===== src/rtl/uart_rx_frame.sv =====
// uart_rx_frame: 16x oversampled UART receiver with a one-entry valid/ready
// holding register. Frames are start + NB_DATA data bits (LSB first) + stop.
// Optional parity bit between data and stop: define UART_RX_PARITY_EN.
module uart_rx_frame #(
   parameter int CLK_FREQ   = 25000000,
   parameter int BAUD       = 115200,
   parameter int NB_DATA    = 8,
   parameter int PARITY_ODD = 0
) (
   input  logic               clock,
   input  logic               i_reset,
   input  logic               i_rx,
   input  logic               i_ready,
   output logic [NB_DATA-1:0] o_data,
   output logic               o_valid,
   output logic               o_busy,
   output logic               o_frame_err,
   output logic               o_overrun,
   output logic               o_parity_err
);

   // Rounded clocks per oversample tick.
   localparam int DIV = (CLK_FREQ + 8 * BAUD) / (16 * BAUD);
   localparam int CW  = (DIV > 1) ? $clog2(DIV) : 1;
   localparam logic [CW-1:0] DIV_LAST = CW'(DIV - 1);
   localparam logic [3:0]    LAST_BIT = 4'(NB_DATA - 1);

   localparam logic [2:0] ST_IDLE  = 3'd0;
   localparam logic [2:0] ST_START = 3'd1;
   localparam logic [2:0] ST_DATA  = 3'd2;
   localparam logic [2:0] ST_STOP  = 3'd3;
`ifdef UART_RX_PARITY_EN
   localparam logic [2:0] ST_PARITY = 3'd4;
   localparam logic       PAR_ODD   = (PARITY_ODD != 0);
`endif

   // Reject configurations the datapath is not built for.
   if (NB_DATA < 5 || NB_DATA > 8 || PARITY_ODD < 0 || PARITY_ODD > 1 || DIV < 1) begin : g_bad_cfg
      $error("uart_rx_frame: unsupported NB_DATA/PARITY_ODD/baud configuration");
   end

   logic [2:0]         state_q, state_d;
   logic               rx_m_q, rx_m_d, rx_s_q, rx_s_d;
   logic [CW-1:0]      cnt_q, cnt_d;
   logic [3:0]         smp_q, smp_d;
   logic [3:0]         bit_q, bit_d;
   logic [NB_DATA-1:0] sh_q, sh_d;
   logic               good_q, good_d;
   logic [NB_DATA-1:0] data_q, data_d;
   logic               valid_q, valid_d;
   logic               ferr_q, ferr_d;
   logic               ovr_q, ovr_d;
`ifdef UART_RX_PARITY_EN
   logic               par_q, par_d;
   logic               perr_q, perr_d;
   logic               par_bad;
   assign par_bad = (par_q != ((^sh_q) ^ PAR_ODD));
`endif

   logic tick, mid, last_bit;
   assign tick     = (cnt_q == DIV_LAST);
   // Mid start bit is 8 ticks in; every later bit is sampled 16 ticks on.
   assign mid      = tick && (smp_q == ((state_q == ST_START) ? 4'd7 : 4'd15));
   assign last_bit = (bit_q == LAST_BIT);

   // State register.
   always_ff @(posedge clock or posedge i_reset) begin
      if (i_reset) state_q <= ST_IDLE;
      else         state_q <= state_d;
   end

   // Next-state: walk start/data/(parity)/stop on the mid-bit samples.
   always_comb begin
      state_d = state_q;
      case (state_q)
         ST_IDLE:  if (!rx_s_q) state_d = ST_START;
         ST_START: if (mid) state_d = rx_s_q ? ST_IDLE : ST_DATA;
`ifdef UART_RX_PARITY_EN
         ST_DATA:   if (mid && last_bit) state_d = ST_PARITY;
         ST_PARITY: if (mid) state_d = ST_STOP;
`else
         ST_DATA:  if (mid && last_bit) state_d = ST_STOP;
`endif
         // Leave on the stop midpoint so a back-to-back start edge is caught.
         ST_STOP:  if (mid) state_d = ST_IDLE;
         default:  state_d = ST_IDLE;
      endcase
   end

   // Datapath registers: synchronizer, counters, shifter, holding register, pulses.
   always_ff @(posedge clock or posedge i_reset) begin
      if (i_reset) begin
         rx_m_q  <= 1'b1;
         rx_s_q  <= 1'b1;
         cnt_q   <= '0;
         smp_q   <= '0;
         bit_q   <= '0;
         sh_q    <= '0;
         good_q  <= 1'b0;
         data_q  <= '0;
         valid_q <= 1'b0;
         ferr_q  <= 1'b0;
         ovr_q   <= 1'b0;
`ifdef UART_RX_PARITY_EN
         par_q   <= 1'b0;
         perr_q  <= 1'b0;
`endif
      end else begin
         rx_m_q  <= rx_m_d;
         rx_s_q  <= rx_s_d;
         cnt_q   <= cnt_d;
         smp_q   <= smp_d;
         bit_q   <= bit_d;
         sh_q    <= sh_d;
         good_q  <= good_d;
         data_q  <= data_d;
         valid_q <= valid_d;
         ferr_q  <= ferr_d;
         ovr_q   <= ovr_d;
`ifdef UART_RX_PARITY_EN
         par_q   <= par_d;
         perr_q  <= perr_d;
`endif
      end
   end

   // Output/datapath logic driven by the current state.
   always_comb begin
      rx_m_d  = i_rx;
      rx_s_d  = rx_m_q;
      cnt_d   = '0;
      smp_d   = smp_q;
      bit_d   = bit_q;
      sh_d    = sh_q;
      good_d  = 1'b0;
      ferr_d  = 1'b0;
      ovr_d   = 1'b0;
      data_d  = data_q;
      valid_d = valid_q;
`ifdef UART_RX_PARITY_EN
      par_d   = par_q;
      perr_d  = 1'b0;
`endif
      // Divider idles at 0, so entering START starts a fresh tick phase.
      if (state_q != ST_IDLE) cnt_d = tick ? '0 : cnt_q + 1'b1;

      case (state_q)
         ST_IDLE: smp_d = '0;
         ST_START: begin
            if (mid) begin
               smp_d = '0;
               bit_d = '0;
            end else if (tick) begin
               smp_d = smp_q + 1'b1;
            end
         end
         ST_DATA: begin
            if (tick) smp_d = smp_q + 1'b1;
            if (mid) begin
               sh_d  = {rx_s_q, sh_q[NB_DATA-1:1]};
               bit_d = bit_q + 1'b1;
            end
         end
`ifdef UART_RX_PARITY_EN
         ST_PARITY: begin
            if (tick) smp_d = smp_q + 1'b1;
            if (mid)  par_d = rx_s_q;
         end
`endif
         ST_STOP: begin
            if (tick) smp_d = smp_q + 1'b1;
            if (mid) begin
               if (!rx_s_q) ferr_d = 1'b1;
`ifdef UART_RX_PARITY_EN
               else if (par_bad) perr_d = 1'b1;
`endif
               else good_d = 1'b1;
            end
         end
         default: ;
      endcase

      // Holding register: a load in the same cycle as a read keeps o_valid high.
      if (valid_q && i_ready) valid_d = 1'b0;
      if (good_q) begin
         if (!valid_q || i_ready) begin
            data_d  = sh_q;
            valid_d = 1'b1;
         end else begin
            ovr_d = 1'b1;
         end
      end
   end

   assign o_data      = data_q;
   assign o_valid     = valid_q;
   assign o_busy      = (state_q != ST_IDLE);
   assign o_frame_err = ferr_q;
   assign o_overrun   = ovr_q;
`ifdef UART_RX_PARITY_EN
   assign o_parity_err = perr_q;
`else
   assign o_parity_err = 1'b0;
`endif

endmodule


===== config.mk =====
export PLATFORM = sky130hd
export DESIGN_NAME = uart_rx_frame
export DESIGN_NICKNAME = d
export VERILOG_FILES = /design/src/rtl/uart_rx_frame.sv
export SDC_FILE = /design/constraint.sdc
export NUM_CORES = 1
export LEC_CHECK = 0
export ABC_AREA = 0
export BUFFER_PORTS_ARGS = -buffer_cell sky130_fd_sc_hd__buf_2
export CAP_MARGIN = 20
export CELL_PAD_IN_SITES_DETAIL_PLACEMENT = 0
export CELL_PAD_IN_SITES_GLOBAL_PLACEMENT = 1
export CORE_MARGIN = 2
export CORE_UTILIZATION = 45
export DETAILED_ROUTE_END_ITERATION = 8
export GPL_TIMING_DRIVEN = 0
export PLACE_DENSITY = 0.86
export SKIP_LAST_GASP = 1
export SLEW_MARGIN = 20
export SYNTH_ARGS = -nofsm -noshare
export SYNTH_HDL_FRONTEND = slang
export SYNTH_SLANG_ARGS = --single-unit

===== constraint.sdc =====
create_clock -name clock -period 1.9 [get_ports clock]
set_input_delay 0.19 -clock clock [delete_from_list [all_inputs] [get_ports clock]]
set_output_delay 0.19 -clock clock [all_outputs]
set_load 0.005 [all_outputs]

---- Yosys cells after proc, flatten, opt, wreduce, memory -nomap -nowiden ----
Cells that the tools add are included.
word-level totals
  output and inout port bits .............. 13
  register bits ........................... 37
  logic and storage cells ................. 66
cells by class
  reductions and logical operators ........ 14
  add/subtract/negate cells ............... 3
  eq/ne operators ......................... 11
  muxes and demuxes ....................... 26
operator list
  operator                                       count
  two-way mux 4 bit                              7
  adder 4 x 1 -> 4 bit, second input constant    3
  two-way mux 3 bit                              4
  case mux 3 bit (4 select lines)                1
  case mux 4 bit (3 select lines)                1
  two-way mux 1 bit                              11
  inequality test 2 bit, second input constant   5
  case mux 4 bit (2 select lines)                1
  == test 3 x 2 -> 1 bit, second input constant  2
  nonzero test 3 bit                             2
  == test 4 x 3 -> 1 bit, second input constant  1
  == test 4 bit                                  1
  == test 4 bit, second input constant           1
  AND reduction 2 bit                            2
  AND reduction 4 bit                            1
  == test 3 x 1 -> 1 bit, second input constant  1
  logical AND 1 bit                              3
  logical NOT 3 bit                              1
  AND reduction 3 bit                            1
  two-way mux 2 bit                              1
  nonzero test 2 bit                             1
  OR reduction 2 bit                             1
  logical NOT 1 bit                              1
  logical OR 1 bit                               1

---- Logic depth before layout (Yosys ltp) ----
Gate-level depths: netlist of run 1.
  depth after elaboration ................. 7
  depth in mapped cells ................... 6
  gate-level depth less buffers ........... 5

---- Worst setup path before layout of run 1 ----
Ideal clock, no wire load.
  kind .................................... flip-flop to flip-flop
  start ................................... reg cnt_q[1]
  end ..................................... reg sh_q[0]
  required time ........................... 1775 ps
  setup slack ............................. 180 ps
  clock period less this slack ............ 1720 ps
  data arrival time ....................... 1595 ps
  cell stages (with the launch flop) ...... 6
  buffers on the path ..................... 0
  cell sequence ........................... dfrtp_1 > inv_1 > ha_1 > nand3_2 > nor4_4 > mux2_2
on the way
  longest elaborated chain between the ends .. 3
ends and longest elaborated chain
  item                           line  RTL
  start, declared                44    logic [CW-1:0] cnt_q, cnt_d;
  start signal, assigned         111   cnt_q <= cnt_d;
  == test 4 bit                  61    assign tick = (cnt_q == DIV_LAST);
  logical AND 1 bit              63    assign mid = tick && (smp_q == ((state_q == ST_START) ? 4'd7 : 4'd15));
  AND reduction 2 bit (no line)  n/a
  end signal, assigned           98    sh_q <= '0;
  end signal, assigned           114   sh_q <= sh_d;
  end, declared                  47    logic [NB_DATA-1:0] sh_q, sh_d;
Every way passes these cells.
A chain may end at the register's enable or synchronous reset.

---- Worst setup path after layout of run 1 ----
  start ................................... reg smp_q[0]
  end ..................................... reg sh_q[3]
on the way
  longest elaborated chain between the ends .. 3
ends and longest elaborated chain
  item                           line  RTL
  start, declared                45    logic [3:0] smp_q, smp_d;
  start signal, assigned         112   smp_q <= smp_d;
  == test 4 bit                  63
  logical AND 1 bit              63
  AND reduction 2 bit (no line)  n/a
Every way passes these cells.

==> results of run 1 <==
-- through the flow --
step                      TNS (ns)  cell area, um^2  hold slack [ns]
final                            0             1820            0.130
after global routing             0             1820            0.175
after CTS                        0             1810            0.121
after detailed placement    -0.636             1730            0.299
after global placement      -0.303             1730            0.297
after floorplan                  0             1600            0.194
-- state kept, by name, indices dropped and copies added (netlist names) --
name / flops
o_overrun: 1
rx_s_q: 1
state_q: 2
smp_q: 4
o_data: 8
cnt_q: 4
rx_m_q: 1
good_q: 1
o_frame_err: 1
sh_q: 8
o_valid: 1
bit_q: 4
-- critical path, cell delays in order (launching register included) --
cell and delay, ns:
dfrtp_1 0.40, ha_1 0.27, nand3_2 0.16, nor4_4 0.24, buf_4 0.23, mux2_2 0.35
-- metal layers --
layer / global-route usage (%) / vias up
met5: 0 / -
met4: 6.79 / 0
met3: 5.36 / 8
met2: 27.8 / 38
met1: 17.7 / 553
li1: - / 522
-- logic make-up after synthesis --
group / count (synthesis)
adder cells (fa/ha/maj): 4
buffers and inverters: 12
other: 1
AO/OA/AOI/OAI: 21
XOR/XNOR: 4
AND/OR/NAND/NOR: 37
multiplexers: 16
flip-flops: 36
-- area by class of cell --
cell class | instances | area [um^2]
flip-flops and latches | 36 | 903
clock inverters | 1 | 8.76
plain buffers | 4 | 20.0
fillers | 308 | 1540
repair buffers | 18 | 103
well taps | 46 | 57.6
inverters | 8 | 30.0
multi-input cells | 83 | 652
clock buffers | 7 | 45.0
-- Yosys cell counts --
cell type / count
dfrtp_1: 34
mux2_2: 16
inv_1: 7
nor2_1: 7
nand2_1: 6
a21oi_1: 5
nand3_1: 5
o21ai_0: 5
ha_1: 4
a221oi_1: 3
clkbuf_1: 3
dfstp_2: 2
nand2b_1: 2
nor4_1: 2
o211ai_1: 2
o41ai_1: 2
xnor2_1: 2
xor2_1: 2
a211o_1: 1
a2bb2oi_1: 1
a31oi_1: 1
and2_2: 1
and3_1: 1
and3b_1: 1
and4_2: 1
and4b_1: 1
buf_4: 1
conb_1: 1
inv_2: 1
nand3_2: 1
nand4_1: 1
nand4b_1: 1
nand4bb_1: 1
nor2b_1: 1
nor4_4: 1
nor4b_1: 1
o41a_1: 1
or2_2: 1
or3_1: 1
or4_1: 1
-- power by group --
part | total, W | internal (W) | leakage (nW) | switching [W]
combinational | 0.0000223 | 0.00000660 | 0.380 | 0.0000157
sequential | 0.000772 | 0.000770 | 0.471 | 0.00000198
clock | 0.000394 | 0.000149 | 0.0295 | 0.000246
-- final timing paths --
path,start,to,slack [ns],cells past startpoint
max reg2reg,smp_q[0]$_DFFE_PP0P_,sh_q[3]$_DFFE_PP0P_,0.14,5
max in group asynchronous,i_reset,good_q$_DFF_PP0_,0.93,3
max,smp_q[0]$_DFFE_PP0P_,sh_q[3]$_DFFE_PP0P_,0.14,5
min in group asynchronous,i_reset,sh_q[7]$_DFFE_PP0P_,0.52,3
min reg2reg,rx_m_q$_DFF_PP1_,rx_s_q$_DFF_PP1_,0.36,0
min,i_ready,o_overrun$_DFF_PP0_,0.13,3
-- repair_timing --
item	in CTS	in global routing
setup buffers	1	0
resized for setup	0	3
setup endpoints to repair	8	10
hold buffers	2	0
pin swaps	1	0
endpoints found under the hold margin	35	0
==> results.sh, run 1 <==
export IMPL_tritoncts_num_buffers=5
export IMPL_clk_latency_ns=0.33
export IMPL_cp_start_kind="register"
export IMPL_start_util_pct=47.5
export IMPL_route_detailed_drc=0
export IMPL_drt_pass1_iterations=4
export IMPL_worst_pin_slew_ns=0.720
export IMPL_vdd_ir_drop_max_mv=0.489
export IMPL_required_ns=2.13
export IMPL_grt_pass1_wl_um=5070
export IMPL_place_inst=192
export IMPL_finalNetCount=164
export IMPL_rows=21
export IMPL_wl_um=2820
export IMPL_layout_drive_gt1_share_pct=31.8
export IMPL_synth_adder_area_share_pct=3.13
export IMPL_syn_num_nets=139
export IMPL_p_per_area_nw_per_um2=653
export IMPL_die_y_um=63.6
export IMPL_floorplan_core_area_um2=3360
export IMPL_route_met3_wl_um=159
export IMPL_cts_root_buffer="clkbuf_4"
export IMPL_hold_path_class="input port to register"
export IMPL_yosys_warnings=0
export IMPL_endpoint_kind="register"
export IMPL_synthMuxAreaShare_pct=11.3
export IMPL_tritoncts="yes"
export IMPL_cts_sinks=36
export IMPL_crit_type="register to register"
export IMPL_gp_congestion=0.936
export IMPL_synth_simple_gate_area_share_pct=14.6
export IMPL_track_usage_pct=16.0
export IMPL_seq_area_frac_synth_pct=56.5
export IMPL_wl_met2_um=1420
export IMPL_first_iter_violations=42
export IMPL_power_total_w=0.00119
export IMPL_synth_top_cell_area_share_pct=53.2
export IMPL_power_leakage_nw=0.881
export IMPL_io_buffers=15
export IMPL_place_hpwl_um=2050
export IMPL_grt_setup_unrepaired="no"
export IMPL_arrival_ns=1.99
export IMPL_synth_area_um2=1600
export IMPL_status="finished clean"
export IMPL_syn_area_per_cell_um2=12.2
export IMPL_highest_layer="met4"
export IMPL_antenna_found_initial=0
export IMPL_synth_cells=131
export IMPL_min_period_over_period_pct=92.7
export IMPL_synth_xor_area_share_pct=2.19
export IMPL_wl_met1_um=1200
export IMPL_fmax_mhz=568
export IMPL_slew_viol_final=0
export IMPL_antenna_cells=0
export IMPL_ys_top_cells_by_area="dfrtp_1 53%, mux2_2 11%, dfstp_2 3.3%, ha_1 3.1%, inv_1 1.6%"
export IMPL_clockBufferDepth=2
export IMPL_final_common_cell="dfrtp_1"
export IMPL_via_per_inst=5.52
export IMPL_setup_ws_ns=0.139
export IMPL_synth_distinct_cells=40
export IMPL_htree_levels=2
export IMPL_areaGrowthSynthToFinish_pct=13.8
export IMPL_ioPinCount=17
export IMPL_synth_compound_area_share_pct=9.00
export IMPL_overflow=0
export IMPL_synth_top_area_cell="dfrtp_1"
export IMPL_synth_top_family_by_area="simple AND/OR/NAND/NOR gates"
export IMPL_fin_cells=203
export IMPL_wl_per_cell_um=13.9
export IMPL_final_cell_mix="34 x dfrtp_1, 16 x mux2_2, 15 x buf_2"
export IMPL_grt_max_degree=37
export IMPL_ant_nets=0
export IMPL_yosys_register_bits=36
export IMPL_cts_clk_slew_worst_paths_ns=0.10
export IMPL_skew_ns=0.00367
export IMPL_pre_cts_slack_ns=-0.0891
export IMPL_crit_fanout=10
export IMPL_postLayoutCoreUtil_pct=54.1
export IMPL_hold_viol_final=0
export IMPL_min_period_ns=1.76
export IMPL_die_area_um2=4050
export IMPL_grt_pass1_vias=1187
export IMPL_die_w_um=63.6
export IMPL_drv_cap=0
export IMPL_setup_violations=0
export IMPL_max_slew_margin_pct=51.9
export IMPL_num_vias=1121
No activity file was read; power rests on OpenSTA's default activity.
==> run 2, diff against run 1 <==
--- a/config.mk
+++ b/config.mk
@@ -15,6 +15,7 @@
 export DETAILED_ROUTE_END_ITERATION = 8
 export GPL_TIMING_DRIVEN = 0
 export PLACE_DENSITY = 0.86
+export RECOVER_POWER = 50
 export SKIP_LAST_GASP = 1
 export SLEW_MARGIN = 20
 export SYNTH_ARGS = -nofsm -noshare
==> run 2 against run 1 <==
  * First-iteration DRC count stayed put
  * Global-route usage stayed put
  * Total power hardly changed
  * Via count stayed put
  * Setup slack better by 0.0018 ns
  * Sequential share of layout area is 0.10 points higher
  * Non-clock buffer count stayed put
  * Clock power hardly changed
  * Combinational power hardly changed
  * Clock-buffer cell count stayed put
  * Clock skew hardly changed
  * Critical path type unchanged
==> results.sh, run 2 (synthesized netlist as in run 1, its figures left out) <==
export IMPL_vdd_ir_drop_max_mv=0.489
export IMPL_final_cell_mix="34 x dfrtp_1, 16 x mux2_2, 12 x buf_2"
export IMPL_fmax_mhz=569
export IMPL_hold_path_class="input port to register"
export IMPL_hold_viol_final=0
export IMPL_die_y_um=63.6
export IMPL_min_period_ns=1.76
export IMPL_worst_pin_slew_ns=1.30
export IMPL_die_area_um2=4050
export IMPL_clk_latency_ns=0.33
export IMPL_cts_sinks=36
export IMPL_num_fill_cells=309
export IMPL_via_per_inst=5.52
export IMPL_cell_internal_pwr_w=0.000925
export IMPL_grt_max_degree=37
export IMPL_finalNetCount=164
export IMPL_crit_type="register to register"
export IMPL_htree_levels=2
export IMPL_cp_slowest_cell="dfrtp_1"
export IMPL_layout_drive_gt1_share_pct=29.3
export IMPL_skew_ns=0.00325
export IMPL_die_w_um=63.6
export IMPL_power_leakage_nw=0.868
export IMPL_drv_cap=0
export IMPL_ioPinCount=17
export IMPL_areaGrowthSynthToFinish_pct=13.5
export IMPL_track_usage_pct=16.0
export IMPL_antenna_found_initial=0
export IMPL_cts_clk_slew_worst_paths_ns=0.10
export IMPL_cp_start_kind="register"
export IMPL_pwr_share_comb_pct=1.9
export IMPL_final_area_um2=1820
export IMPL_gp_congestion=0.936
export IMPL_p_seq_share_pct=65.0
export IMPL_clockBufferDepth=2
export IMPL_slew_viol_final=0
export IMPL_floorplan_core_area_um2=3360
export IMPL_power_total_w=0.00119
export IMPL_io_buffers=15
export IMPL_num_vias=1121
export IMPL_route_detailed_drc=0
export IMPL_wl_um=2830
export IMPL_grt_setup_unrepaired="no"
export IMPL_place_inst=192
export IMPL_tns_ns=0
export IMPL_start_util_pct=47.5
export IMPL_max_slew_margin_pct=13.5
export IMPL_setup_violations=0
export IMPL_grt_pass1_wl_um=5070
export IMPL_pre_cts_slack_ns=-0.0891
export IMPL_power_net_switching_w=0.000263
export IMPL_path_cells="ha_1 > nand3_2 > nor4_4 > buf_4 > mux2_2"
export IMPL_final_common_cell="dfrtp_1"
export IMPL_status="finished clean"
export IMPL_cts_root_buffer="clkbuf_4"
export IMPL_fin_cells=203
export IMPL_power_share_switching_pct=22.2
export IMPL_drt_pass1_iterations=4
export IMPL_required_ns=2.13
export IMPL_tritoncts_num_buffers=5
export IMPL_tritoncts="yes"
export IMPL_crit_fanout=10
export IMPL_place_hpwl_um=2050
export IMPL_endpoint_kind="register"
export IMPL_placed_cell_area_um2=1730
export IMPL_min_period_over_period_pct=92.6
export IMPL_power_frac_clock_pct=33.2
export IMPL_wl_per_cell_um=13.9
export IMPL_ant_nets=0
export IMPL_arrival_ns=1.98
export IMPL_overflow=0
export IMPL_critPathMaxStageDelay_ns=0.40
export IMPL_first_iter_violations=42
export IMPL_antenna_cells=0
export IMPL_setup_ws_ns=0.141
export IMPL_rows=21
export IMPL_p_per_area_nw_per_um2=654
export IMPL_grt_pass1_vias=1187
-- run 2: per-stage QoR --
step           hold slack [ns]  utilization, %
2_1_floorplan            0.194               -
3_3_place_gp             0.297            51.5
3_5_place_dp             0.299            51.5
4_1_cts                  0.121            53.9
5_1_grt                  0.175            54.0
6_report                 0.130            54.0
-- run 2: power by group through the flow --
stage	sequential [W]	combinational (W)	clock (W)
after floorplan	0.000786	0.0000135	0
after global placement	0.000786	0.0000194	0
after detailed placement	0.000786	0.0000206	0
after CTS	0.000772	0.0000238	0.000405
after global routing	0.000772	0.0000265	0.000440
final	0.000772	0.0000220	0.000394
-- run 2: worst max-delay path, delay by kind of cell, from the launching register on --
kind          cells  cell delay [ns]
fa+ha+maj         1             0.27
mux               1             0.35
flops             1             0.40
buf+inv           1             0.23
simple gates      2             0.40
-- run 2: metal layers --
layer | global-route usage, % | routed length (um) | vias up
met4 | 6.79 | 42 | 0
met3 | 5.36 | 159 | 8
met1 | 17.7 | 1200 | 553
met2 | 27.8 | 1420 | 38
li1 | - | - | 522
met5 | 0 | 0 | -
-- run 2: area by class of cell --
type | count | area [um^2] | share of cell area, %
Sequential cell | 36 | 903 | 49.8
Buffer | 4 | 20.0 | 1.10
Tap cell | 46 | 57.6 | 3.17
Clock buffer | 7 | 45.0 | 2.48
Clock inverter | 1 | 8.76 | 0.482
Timing Repair Buffer | 18 | 98.8 | 5.44
Multi-Input combinational cell | 83 | 652 | 35.9
Inverter | 8 | 30.0 | 1.65
-- run 2: timing repair --
item,4_1_cts,5_1_grt
hold buffers,2,0
hold endpoints to repair,35,0
setup endpoints to repair,8,10
setup buffers,1,0
gates resized for setup,0,3
pin swaps,1,0
-- run 2: worst paths after layout --
check                                 endpoint  slack [ns]  cells past startpoint                 start
setup / recovery           sh_q[3]$_DFFE_PP0P_        0.14                      5  smp_q[0]$_DFFE_PP0P_
setup reg to reg           sh_q[3]$_DFFE_PP0P_        0.14                      5  smp_q[0]$_DFFE_PP0P_
min in group asynchronous  sh_q[7]$_DFFE_PP0P_        0.76                      3               i_reset
max in group asynchronous     good_q$_DFF_PP0_        0.38                      3               i_reset
hold / removal             o_overrun$_DFF_PP0_        0.13                      3               i_ready
hold reg to reg               rx_s_q$_DFF_PP1_        0.36                      0      rx_m_q$_DFF_PP1_
